File: config.mk
export PLATFORM = sky130hd
export DESIGN_NAME = maggie_read_sequencer
export DESIGN_NICKNAME = d
export VERILOG_FILES = /design/src/rtl/maggie_seq_pkg.sv /design/src/rtl/maggie_seq_tag_pipe.sv /design/src/rtl/maggie_read_sequencer.sv
export SDC_FILE = /design/constraint.sdc
export NUM_CORES = 1
export LEC_CHECK = 0
export BUFFER_PORTS_ARGS = -buffer_cell sky130_fd_sc_hd__buf_2
export CAP_MARGIN = 20
export CORE_MARGIN = 1
export CORE_UTILIZATION = 45
export DETAILED_ROUTE_END_ITERATION = 7
export PLACE_DENSITY = 0.81
export RECOVER_POWER = 25
export SLEW_MARGIN = 40
export SYNTH_ARGS = -nofsm -noshare
export SYNTH_HDL_FRONTEND = slang
export SYNTH_SLANG_ARGS = --single-unit
File: constraint.sdc
create_clock -name clk -period 13.7 [get_ports clk]
set_input_delay 2.055 -clock clk [delete_from_list [all_inputs] [get_ports clk]]
set_output_delay 2.055 -clock clk [all_outputs]
set_load 0.02 [all_outputs]
File: src/rtl/maggie_seq_pkg.sv
// Shared types for the MAGGIE read sequencer: slot kinds, return tags and slot layout.
package maggie_seq_pkg;

  localparam int FONT_SLOT_OFS   = 8;
  localparam int SLOTS_PER_PIXEL = 16;

  typedef enum logic [1:0] {
    KIND_NONE  = 2'd0,
    KIND_LAYER = 2'd1,
    KIND_FONT  = 2'd2,
    KIND_HOST  = 2'd3
  } slot_kind_t;

  typedef struct packed {
    logic       valid;
    slot_kind_t kind;
    logic [2:0] idx;
  } tag_t;

endpackage

File: src/rtl/maggie_seq_tag_pipe.sv
// Delay line that carries each issued read's tag alongside the fixed RAM latency.
module maggie_seq_tag_pipe
  import maggie_seq_pkg::*;
#(
  parameter int DEPTH = 3
) (
  input  logic clk,
  input  logic clear,
  input  tag_t tag_in,
  output tag_t tag_out
);

  tag_t stage [DEPTH];

  always_ff @(posedge clk) begin
    if (clear) begin
      for (int i = 0; i < DEPTH; i++) stage[i] <= '0;
    end else begin
      stage[0] <= tag_in;
      for (int i = 1; i < DEPTH; i++) stage[i] <= stage[i-1];
    end
  end

  assign tag_out = stage[DEPTH-1];

endmodule

File: src/rtl/maggie_read_sequencer.sv
// Slot scheduler sharing the GPU RAM read port between MAGGIE layers and the host.
// Define GPU_SEQ_PERF_EN to add the idle_slots / host_wait saturating counters.
module maggie_read_sequencer
  import maggie_seq_pkg::*;
#(
  parameter int NUM_LAYERS      = 8,
  parameter int RAM_READ_CYCLES = 3,
  parameter int ADDR_W          = 20
) (
  input  logic                     clk,
  input  logic                     reset,
  input  logic [3:0]               pc_ena_in,
  input  logic [NUM_LAYERS*ADDR_W-1:0] layer_addr,
  input  logic [NUM_LAYERS-1:0]    layer_en,
  input  logic [NUM_LAYERS-1:0]    layer_text,
  input  logic [NUM_LAYERS*4-1:0]  layer_font_row,
  input  logic [ADDR_W-1:0]        font_base,
  output logic [ADDR_W-1:0]        ram_addr,
  input  logic [15:0]              ram_din,
  output logic [NUM_LAYERS*16-1:0] layer_data,
  output logic [NUM_LAYERS*8-1:0]  font_data,
  input  logic                     host_req,
  input  logic [ADDR_W-1:0]        host_addr,
  output logic                     host_ack,
  output logic [15:0]              host_data
`ifdef GPU_SEQ_PERF_EN
  ,
  output logic [15:0]              idle_slots,
  output logic [15:0]              host_wait
`endif
);

  // Layer inputs padded to 8 entries so slot indices never run off the end.
  logic [7:0]        en8;
  logic [7:0]        text8;
  logic [ADDR_W-1:0] laddr [8];
  logic [3:0]        row   [8];

  for (genvar k = 0; k < 8; k++) begin : g_pad
    if (k < NUM_LAYERS) begin : g_on
      assign en8[k]   = layer_en[k];
      assign text8[k] = layer_text[k];
      assign laddr[k] = layer_addr[k*ADDR_W +: ADDR_W];
      assign row[k]   = layer_font_row[k*4 +: 4];
    end else begin : g_off
      assign en8[k]   = 1'b0;
      assign text8[k] = 1'b0;
      assign laddr[k] = '0;
      assign row[k]   = '0;
    end
  end

  logic [2:0]        slot_idx;
  logic              layer_slot;
  logic              font_slot;
  logic              host_issue;
  logic              host_inflight;
  logic [ADDR_W-1:0] issue_addr;
  tag_t              issue_tag;
  tag_t              cap_tag;
  logic [15:0]       hold_layer [8];
  logic [7:0]        hold_font  [8];
  logic [7:0]        char_q     [8];

  assign slot_idx = pc_ena_in[2:0];

  always_comb begin
    layer_slot = !pc_ena_in[3] && en8[slot_idx];
    font_slot  = pc_ena_in[3] && en8[slot_idx] && text8[slot_idx];
    host_issue = !layer_slot && !font_slot && host_req && !host_inflight;
    issue_addr = ram_addr;
    issue_tag  = '0;
    if (layer_slot) begin
      issue_addr = laddr[slot_idx];
      issue_tag  = '{valid: 1'b1, kind: KIND_LAYER, idx: slot_idx};
    end else if (font_slot) begin
      issue_addr = font_base + ADDR_W'({char_q[slot_idx], row[slot_idx]});
      issue_tag  = '{valid: 1'b1, kind: KIND_FONT, idx: slot_idx};
    end else if (host_issue) begin
      issue_addr = host_addr;
      issue_tag  = '{valid: 1'b1, kind: KIND_HOST, idx: 3'd0};
    end
  end

  maggie_seq_tag_pipe #(
    .DEPTH (RAM_READ_CYCLES)
  ) u_tag_pipe (
    .clk     (clk),
    .clear   (reset),
    .tag_in  (issue_tag),
    .tag_out (cap_tag)
  );

  always_ff @(posedge clk) begin
    if (reset) begin
      ram_addr      <= '0;
      host_ack      <= 1'b0;
      host_data     <= '0;
      host_inflight <= 1'b0;
      layer_data    <= '0;
      font_data     <= '0;
      for (int k = 0; k < 8; k++) begin
        hold_layer[k] <= '0;
        hold_font[k]  <= '0;
        char_q[k]     <= '0;
      end
    end else begin
      ram_addr <= issue_addr;
      host_ack <= 1'b0;
      if (host_issue) host_inflight <= 1'b1;
      if (cap_tag.valid) begin
        case (cap_tag.kind)
          KIND_LAYER: begin
            hold_layer[cap_tag.idx] <= ram_din;
            char_q[cap_tag.idx]     <= ram_din[7:0];
          end
          KIND_FONT: hold_font[cap_tag.idx] <= ram_din[7:0];
          KIND_HOST: begin
            host_data     <= ram_din;
            host_ack      <= 1'b1;
            host_inflight <= 1'b0;
          end
          default: ;
        endcase
      end
      // Holds at this phase form one complete pixel period; same-edge captures land next period.
      if (pc_ena_in == 4'(RAM_READ_CYCLES)) begin
        for (int k = 0; k < NUM_LAYERS; k++) begin
          layer_data[k*16 +: 16] <= hold_layer[k];
          font_data[k*8 +: 8]    <= hold_font[k];
        end
      end
    end
  end

`ifdef GPU_SEQ_PERF_EN
  logic slot_idle;
  assign slot_idle = !layer_slot && !font_slot && !host_issue;

  always_ff @(posedge clk) begin
    if (reset) begin
      idle_slots <= '0;
      host_wait  <= '0;
    end else begin
      if (slot_idle && idle_slots != 16'hFFFF) idle_slots <= idle_slots + 16'd1;
      if (host_req && !host_issue && host_wait != 16'hFFFF) host_wait <= host_wait + 16'd1;
    end
  end
`endif

endmodule

[After elaboration in Yosys (flattened, before gate mapping)]
Memories as Yosys holds them, arrays and structs flattened. A register that Yosys moved wholly into a read port is not among the register bits.
Cells that the tools add are included.
Cells by class
  add/subtract/negate cells: 1
  multipliers: 0
  divide/modulo/power cells: 0
  magnitude comparators: 2
  eq/ne operators: 4
  shift operators: 0
  multiplexer cells: 43
  bitwise operators: 5
  reductions and logical operators: 16
Operators by type and width (count)
  20-bit two-way mux: 5
  20-bit binary-select mux with 3-bit select: 1
  6-bit two-way mux: 6
  20-bit by 12-bit adder with 20-bit output: 1
  1-bit two-way mux: 20
  16-bit two-way mux: 1
  8-bit two-way mux: 2
  16-bit OR reduction: 1
  8-bit OR reduction: 2
  4-bit binary-select mux with 3-bit select: 1
  3-bit two-way mux: 3
  4-bit two-way mux: 2
  1-bit binary-select mux with 3-bit select: 2
  1-bit logical AND: 6
  2-bit == test (second input constant): 2
  4-bit by 2-bit == test with 1-bit output (second input constant): 1
  4-bit greater-or-equal comparator (second input constant): 1
  1-bit zero test: 4
  3-bit by 4-bit less-than comparator with 1-bit output (second input constant): 1
  3-bit inverter with 4-bit output: 1
  1-bit OR: 3
  3-bit nonzero test: 1
  2-bit by 1-bit == test with 1-bit output (second input constant): 1
  2-bit AND reduction: 1
  other kinds (2): 2
Storage, ports and cells
  flip-flop bits (word level): 38
  bits in latches: 0
  RAM bits: 274
  bits in read-only memories: 0
  bits of input ports: 271
  memories: 4
Memory list
  hold_layer: depth 8, bits a word 16, rd ports 8, clocked after Yosys merged registers in 8, wr ports 8, line maggie_read_sequencer.sv:61  | logic [15:0] hold_layer [8];
  char_q: depth 8, bits a word 8, rd ports 1, clocked after Yosys merged registers in 0, wr ports 8, line maggie_read_sequencer.sv:63  | logic [7:0] char_q [8];
  hold_font: depth 8, bits a word 8, rd ports 8, clocked after Yosys merged registers in 8, wr ports 8, line maggie_read_sequencer.sv:62  | logic [7:0] hold_font [8];
  u_tag_pipe.stage: depth 3, bits a word 6, rd ports 3, clocked after Yosys merged registers in 0, wr ports 3, line maggie_seq_tag_pipe.sv:13  | tag_t stage [DEPTH];

[Logic depth before layout (Yosys ltp)]
Gate-level depths: netlist of run 1.
  depth in word-level cells: 12
  depth in mapped cells: 15
  depth with buffers taken out: 11

[Modules after synthesis]
Synthesis of run 1 repeated with hierarchy kept, for this count alone.
Unflattened totals
  cell total of the unflattened synthesis: 1753
  area, all modules: 18860.6 µm²
Modules (own cells, without submodules)
  maggie_read_sequencer: instances 1, cells each 1710, area each 18326.3 µm², seq. area each 10369.9 µm²
  maggie_seq_tag_pipe: instances 1, cells each 43, area each 534.3 µm², seq. area each 360.3 µm²

[Worst setup path after synthesis of run 1]
No wires, ideal clock.
  path kind: input to register
  start: in pc_ena_in[0]
  end: reg ram_addr[12]
  data arrival time: 5.632 ns
  required time: 13.621 ns
  slack: 7.988 ns
  cell stages on the path: 15
  path buffers: 4
  cells stage by stage: buf_6 -> buf_4 -> buf_2 -> buf_2 -> mux4_2 -> mux2_2 -> ha_1 -> inv_1 -> fa_1 -> and4b_1 -> o41a_1 -> a221oi_2 -> xnor2_1 -> nand2_1 -> a211oi_2
On the way
  word-level cells in the longest chain between the ends: 9
  elaborated cells on any way between the ends: 24
RTL lines
  from (decl): line maggie_read_sequencer.sv:12  | input logic [3:0] pc_ena_in,
  branches (longest 9 deep; another with 20-bit by 12-bit adder with 20-bit output)
  to (signal assigned): line maggie_read_sequencer.sv:108  | ram_addr <= issue_addr;
  to (decl): line maggie_read_sequencer.sv:18  | output logic [ADDR_W-1:0] ram_addr,
Several ways; the timed one is not identified. The select of a mux whose other input is x is not followed.
A chain may end at the register's enable or synchronous reset.

==> flow_metrics.py, run 1 <==
metrics = {
    "clock_network": {
        "worst_setup_hold_path_clk_slew_ns": 0.06,
        "cts_resized": 0,
        "clock_tree.htree_level_count": 2,
        "clk-insertion-delay-late_ns": 0.58,
        "cts.root.buffer_cell": "sky130_fd_sc_hd__clkbuf_16",
        "cts_max_path_buffers": 3,
        "clock_tree_from_tritoncts": "built",
        "cts.sinks": 440,
        "holdBufCountCts": 0,
        "cts_setup_buffers": 0,
        "cts_buffers": 45,
    },
    "place": {
        "post_dp_cell_area_mm2": 0.0216,
        "pre_cts_ws_ns": 7.89,
        "dp_hpwl_um": 48900,
        "port-buffer-count": 499,
        "gp_congestion": 0.901,
    },
    "hold_path": {
        "worst_hold_path_type": "register to register",
        "worstHoldStart": "u_tag_pipe.stage[0][0]",
        "min_path_cells": 1,
        "timing.hold.worst_endpoint": "u_tag_pipe.stage[0][6]",
    },
    "yosys": {
        "yosysSeqAreaShare_pct": 57.4,
        "yosysUniqueCellTypes": 63,
        "synth.avg_cell_area_um2": 10.8,
        "synth-seq-cells": 440,
        "dominantRegCellSynth": "sky130_fd_sc_hd__dfxtp_1",
        "number_of_flops_mapped_to_enable_cells_by_yosys": 192,
        "netlist_instances": 1725,
        "synth_async_sr_flop_share_pct": 0,
        "synth.yosys.warnings": 0,
        "post_syn_nets": 2009,
        "synthesis.area_mm2": 0.0187,
    },
    "drt": {
        "drc": 0,
        "dr_total_vias": 15564,
        "number_of_antenna_violating_nets_in_the_routed_design": 0,
        "avg_vias_per_cell": 5.62,
        "detail_route.wl_per_cell_um": 24.8,
        "wirelength_um": 68600,
        "number_of_violations_reported_at_the_end_of_detailed_routing_iteration_0": 1617,
        "dr.pass1.iters": 5,
    },
    "timing": {
        "finalSetupTns_ns": 0,
        "slew_violations": 93,
        "fin_worst_skew_ns": 0.0232,
        "timing.final.ws_setup_ns": 7.11,
        "grt_setup_unrepaired": "false",
        "finalCritPeriodShare_pct": 48.1,
        "timing.slew.headroom_pct": -188,
        "period_needed_ns": 6.59,
        "worst_pin_slew_ns": 4.31,
        "fmaxAchievable_mhz": 152,
        "finalSetupViolations": 0,
        "timing_hold_violations_final": 0,
    },
    "floorplan": {
        "die_area_mm2": 0.0424,
        "die_extent_in_x_um": 206,
        "start_util_pct": 45.7,
        "placementRows": 74,
        "floorplan.io_pins": 500,
        "chipHeight_um": 206,
        "core_region_area_mm2": 0.0409,
    },
    "power": {
        "pint_mw": 2.26,
        "design_power_total_mw": 3.01,
        "sw_frac_of_total_pct": 24.8,
        "worst_ir_drop_vdd_uv": 113,
        "power_frac_clock_pct": 42.0,
        "switchingPower_uw": 745,
        "comb_power_share_pct": 10.5,
        "pwr_density_cell_mw_per_mm2": 131,
        "pwr-share-seq_pct": 47.5,
        "cellLeakagePower_nw": 8.73,
    },
    "final_layout": {
        "finalInstanceArea_mm2": 0.0230,
        "layout_common_cells": "sky130_fd_sc_hd__nand2_1, sky130_fd_sc_hd__buf_2, sky130_fd_sc_hd__dfxtp_1",
        "mostFrequentLayoutCell": "sky130_fd_sc_hd__nand2_1",
        "final.fill_count": 3584,
        "nNetsFinal": 2460,
        "area.growth.synth_to_final_pct": 22.8,
        "drive_above_1_share_pct": 23.2,
    },
    "setup_path": {
        "worstSetupStartpointType": "primary input",
        "reg2reg_depth": 9,
        "cp_data_arrival_time_ns": 6.85,
        "startpoint": "reset",
        "worst_r2r_startpoint": "char_q[7][0]",
        "timing.rr.end": "ram_addr[12]",
        "timing.critical_path.to_type": "register",
        "crit_fanout": 92,
        "r2r_setup_slk_ns": 10.17,
        "worst_ep_required_time_ns": 13.96,
        "timing.setup.critical_path_class": "primary input to register",
    },
    "flow_run": {
        "number_of_maximum_capacitance_violations": 1,
    },
    "global_route": {
        "vias_in_the_first_global_route": 14950,
        "groute.usage.overall_pct": 31.7,
        "grt_start_max_net_pins": 108,
        "grt_overflow_total": 0,
        "antenna_found_initial": 32,
        "global_route_wire_length_before_repair_um": 96600,
    },
    "status": {
        "violated_checks": "capacitance limit, slew limit",
        "result_of_the_run": "finished with violations",
    },
}
[cell usage after synthesis, drive strengths merged (10+ instances only)]
master	instances	area share, %
edfxtp	192	31
nor2	34	0.71
a31oi	10	0.33
ha	12	0.80
a22o	17	0.80
nand2	406	8.2
mux2i	24	1.4
a21oi	212	5.7
nor2b	18	0.60
mux4	66	7.9
o21ai	24	0.64
buf	42	1.3
dfxtp	248	27
clkbuf	77	1.5
mux2	17	1.0
inv	11	0.22
and2	205	6.9
a211oi	11	0.49
[power by group through the flow]
stage | Sequential, mW | Combinational, mW | Clock (mW)
after global placement | 1.45 | 0.306 | 0
final | 1.43 | 0.316 | 1.26
after global routing | 1.43 | 0.337 | 1.33
after detailed placement | 1.45 | 0.314 | 0
after CTS | 1.43 | 0.316 | 1.28
after floorplan | 1.47 | 0.163 | 0
[area by class of cell]
class | count | area, um2 | share of cell area [%]
antenna | 25 | 62.6 | 0.272
clock buffer | 62 | 1310 | 5.72
multi-input combinational | 1155 | 7450 | 32.4
tap | 532 | 666 | 2.90
timing repair buffer | 523 | 2500 | 10.9
sequential | 440 | 10700 | 46.7
clock inverter | 22 | 214 | 0.931
inverter | 11 | 41.3 | 0.180
[layer usage]
metal	vias to the layer above	GRT usage (%)	share of wire [%]
met3	192	8.89	9.7
met1	7558	36.0	35
li1	6951	-	-
met4	6	21.2	6.5
met5	-	0	0.050
met2	857	51.9	49
[worst max-delay path, stage by stage]
cell and delay [ns]:
sky130_fd_sc_hd__clkbuf_1 2.94, sky130_fd_sc_hd__buf_6 0.69, sky130_fd_sc_hd__buf_4 0.70, sky130_fd_sc_hd__or2_2 0.36
[state kept, by name, summed over array words and instances (netlist names)]
register          flops
char_q               56
font_data            64
hold_font            64
hold_layer           72
host_ack              1
host_data            16
host_inflight         1
layer_data          128
ram_addr             20
u_tag_pipe.stage     18
[per-stage QoR]
step           std cells  util (%)  hold WS, ns
2_1_floorplan       1725         -        0.414
3_3_place_gp        2657      52.6        0.416
3_5_place_dp        2661      52.8        0.422
4_1_cts             2745      56.5        0.446
5_1_grt             2762      56.1        0.458
6_report            2770      56.1        0.441
[kinds of logic (layout without fill, tap and decap cells)]
family | after synthesis | count (layout) | share of synthesized area (%)
XOR/XNOR | 10 | 10 | 0.468
AND/OR/NAND/NOR | 711 | 711 | 18.1
adder cells (fa/ha/maj) | 13 | 13 | 0.910
buffers and inverters | 130 | 618 | 3.05
flip-flops | 440 | 440 | 57.4
other | 0 | 25 | 0
AO/OA/AOI/OAI | 314 | 314 | 9.79
multiplexers | 107 | 107 | 10.3
[how the worst max path moves through the flow]
| stage | endpoint | slack, ns | cells after the start |
|---|---|---|---|
| after floorplan | ram_addr[12] | 7.99 | 15 |
| after global routing | hold_font[4][1] | 6.79 | 4 |
| after detailed placement | ram_addr[12] | 7.89 | 11 |
| after global placement | ram_addr[19] | 7.78 | 11 |
| final | hold_font[4][4] | 7.11 | 4 |
| after CTS | ram_addr[12] | 8.48 | 11 |
Power figures use the tool's default switching activity.
==> run 2, diff against run 1 <==
- ABC_AREA: default -> 1
- clock period: 13.7 -> 6.8 ns (I/O delays scaled with it)
==> run 2 against run 1 <==
- the flow now finishes without violations
- cell count up 18%
- total power rose by 100%
- sequential power is 100% higher
- global-route usage fell by 0.55 points
- hold slack lost 0.027 ns
- sequential share of layout area grew 0.41 points
- synthesized area increased by 1.4%
- largest cell class unchanged
- largest power group unchanged
==> flow_metrics.py, run 2 <==
metrics = {
    "global_route": {
        "globalRoute.busiestLayer": "met2",
        "grt_start_max_net_pins": 183,
        "grt_use_met3_pct": 5.37,
        "grt_overflow_total": 0,
        "grt_use_met2_pct": 52.5,
        "groute.usage.overall_pct": 31.1,
        "antenna_found_initial": 16,
        "global_route_wire_length_before_repair_um": 103000,
        "vias_in_the_first_global_route": 17460,
        "use_met1_pct": 36.1,
    },
    "drt": {
        "avg_vias_per_cell": 5.52,
        "dr.pass1.iters": 7,
        "number_of_antenna_violating_nets_in_the_routed_design": 0,
        "drc": 0,
        "number_of_violations_reported_at_the_end_of_detailed_routing_iteration_0": 1861,
        "wirelength_um": 68400,
        "dr_total_vias": 18106,
        "detail_route.wl_per_cell_um": 20.8,
    },
    "setup_path": {
        "timing.rr.end": "char_q[7][4]",
        "crit_slowest_cell": "sky130_fd_sc_hd__nand2_1",
        "timing.setup.critical_path_class": "primary input to register",
        "crit_path_cell_trace": "clkbuf_1 -> inv_6 -> nand3_1 -> nor2_1 -> nand4_1 -> nand2_1",
        "critical_path.top_delay_family": "simple AND/OR/NAND/NOR gates",
        "worst_r2r_startpoint": "u_tag_pipe.stage[0][15]",
        "crit_fanout": 65,
        "worstSetupStartpointType": "primary input",
        "critical_path.n_buffers_inverters": 2,
        "max_stage_delay_ns": 0.93,
        "timing.critical_path.to_type": "register",
        "r2r_setup_slk_ns": 3.78,
        "reg2reg_depth": 4,
        "worst_ep_required_time_ns": 6.98,
        "cp_data_arrival_time_ns": 4.55,
    },
    "clock_network": {
        "clock_tree_from_tritoncts": "built",
        "cts.root.buffer_cell": "sky130_fd_sc_hd__clkbuf_16",
        "cts_resized": 0,
        "cts.sinks": 440,
        "clk-insertion-delay-late_ns": 0.56,
        "worst_setup_hold_path_clk_slew_ns": 0.06,
        "cts_setup_buffers": 0,
        "holdBufCountCts": 0,
        "clock_tree.htree_level_count": 2,
        "cts_max_path_buffers": 3,
        "cts_buffers": 43,
    },
    "final_layout": {
        "multi_input_area_mm2": 0.00716,
        "nNetsFinal": 2986,
        "drive_above_1_share_pct": 15.0,
        "layout_top_registers": "layer_data (128), hold_layer (72)",
        "area.growth.synth_to_final_pct": 20.1,
        "largest-register": "layer_data",
        "mostFrequentLayoutCell": "sky130_fd_sc_hd__nor2_1",
        "fin_util_pct": 55.3,
        "register_area_mm2": 0.0107,
        "final.fill_count": 3796,
        "largest_register_ffs": 128,
        "layout_common_cells": "sky130_fd_sc_hd__nor2_1, sky130_fd_sc_hd__o21ai_0, sky130_fd_sc_hd__buf_2",
    },
    "yosys": {
        "post-synth-top-area-cell": "sky130_fd_sc_hd__edfxtp_1",
        "synth.yosys.warnings": 0,
        "post_syn_nets": 2583,
        "post_synth_main_area_contributors": "sky130_fd_sc_hd__edfxtp_1, sky130_fd_sc_hd__dfxtp_1, sky130_fd_sc_hd__nor2_1, sky130_fd_sc_hd__o21ai_0, sky130_fd_sc_hd__nand2_1",
        "synthesis.area_mm2": 0.0190,
        "netlist_instances": 2299,
        "yosysUniqueCellTypes": 38,
        "synthMostInstantiatedCell": "sky130_fd_sc_hd__nor2_1",
        "synthTopCellsByCount": "sky130_fd_sc_hd__nor2_1, sky130_fd_sc_hd__o21ai_0, sky130_fd_sc_hd__dfxtp_1",
        "number_of_flops_mapped_to_enable_cells_by_yosys": 192,
        "synth-seq-cells": 440,
        "yosysSeqAreaShare_pct": 56.6,
        "synth_async_sr_flop_share_pct": 0,
        "synth.avg_cell_area_um2": 8.25,
        "dominantRegCellSynth": "sky130_fd_sc_hd__dfxtp_1",
        "synth_top_area_share_pct": 30.4,
    },
    "timing": {
        "timing_hold_violations_final": 0,
        "period_needed_ns": 4.37,
        "timing.slew.headroom_pct": 7.37,
        "finalCritPeriodShare_pct": 64.3,
        "finalSetupViolations": 0,
        "worst_pin_slew_ns": 1.39,
        "fin_worst_skew_ns": 0.0228,
        "slew_violations": 0,
        "grt_setup_unrepaired": "false",
        "fmaxAchievable_mhz": 229,
        "finalSetupTns_ns": 0,
    },
    "power": {
        "worst_ir_drop_vdd_uv": 191,
        "pwr_density_cell_mw_per_mm2": 266,
        "cellLeakagePower_nw": 10.1,
    },
    "place": {
        "gp_congestion": 0.984,
        "port-buffer-count": 499,
        "dp_hpwl_um": 48500,
    },
    "floorplan": {
        "start_util_pct": 46.0,
        "placementRows": 74,
        "floorplan.io_pins": 500,
        "core_region_area_mm2": 0.0412,
        "chipHeight_um": 207,
        "die_area_mm2": 0.0430,
        "die_extent_in_x_um": 207,
    },
    "hold_path": {
        "worstHoldStart": "u_tag_pipe.stage[0][1]",
        "worst_hold_path_type": "register to register",
        "timing.hold.worst_endpoint": "u_tag_pipe.stage[0][7]",
        "min_path_cells": 2,
    },
    "flow_run": {
        "number_of_maximum_capacitance_violations": 0,
    },
    "status": {
        "result_of_the_run": "finished, final reports clean",
    },
}
## run 2: cell types whose count changed after synthesis, moves of 66 or more
cell / change
sky130_fd_sc_hd__a21oi_1: -186
sky130_fd_sc_hd__and2_1: -205
sky130_fd_sc_hd__inv_1: +73
sky130_fd_sc_hd__mux4_2: -66
sky130_fd_sc_hd__nand2_1: -186
sky130_fd_sc_hd__nand3_1: +82
sky130_fd_sc_hd__nor2_1: +772
sky130_fd_sc_hd__o21ai_0: +299
## run 2: power by group
part	switching [mW]	internal, mW	total, mW
Clock	1.02	1.39	2.41
Sequential	0.0538	2.85	2.91
Combinational	0.524	0.218	0.743
## run 2: worst max path at each step
stage	startpoint	endpoint	slack, ns	depth (start not counted)
6_report	reset	char_q[7][4]	2.43	6
3_3_place_gp	pc_ena_in[0]	font_data[10]	2.24	9
2_1_floorplan	pc_ena_in[0]	ram_addr[12]	3.15	22
5_1_grt	reset	char_q[7][4]	2.20	6
4_1_cts	pc_ena_in[0]	font_data[38]	2.80	9
3_5_place_dp	pc_ena_in[0]	font_data[38]	2.25	9
## run 2: through the flow
step | instance area (um2) | instances | power, mW | setup slack, ns | hold WS, ns
floorplan | 19000 | 2299 | 3.39 | 3.15 | 0.388
finish | 22800 | 3282 | 6.06 | 2.43 | 0.414
global route | 22800 | 3281 | 6.27 | 2.20 | 0.430
global placement | 21500 | 3189 | 3.69 | 2.24 | 0.399
CTS | 23000 | 3269 | 6.09 | 2.80 | 0.414
detailed placement | 21600 | 3189 | 3.70 | 2.25 | 0.394
## run 2: area by class of cell
class | count | area share, %
multi-input cells | 1605 | 31.4
repair buffers | 508 | 10.3
well taps | 532 | 2.92
clock buffers | 56 | 5.21
clock inverters | 24 | 1.08
diodes | 13 | 0.143
flip-flops and latches | 440 | 47.1
inverters | 104 | 1.81
## run 2: per-layer routing
metal  part of all wire, %  vias to the layer above
met3                   7.7                      228
met5                 0.039                        -
met1                    37                     8440
met2                    48                     1041
li1                      -                     8393
met4                   6.9                        4
## run 2: tightest hold or removal path, cell delays in order (launching register included)
cell                      delay (ns)
sky130_fd_sc_hd__dfxtp_1        0.30
sky130_fd_sc_hd__inv_1          0.04
sky130_fd_sc_hd__nor2_1         0.03
## run 2: cell families (layout without fill, tap and decap cells)
logic type,after synthesis,count (layout),synth area share [%]
flip-flops,440,440,56.6
AO/OA/AOI/OAI,436,436,12.4
adder cells (fa/ha/maj),13,13,0.897
multiplexers,8,8,0.422
other,0,13,0
AND/OR/NAND/NOR,1142,1142,23.7
XOR/XNOR,6,6,0.277
buffers and inverters,254,692,5.68
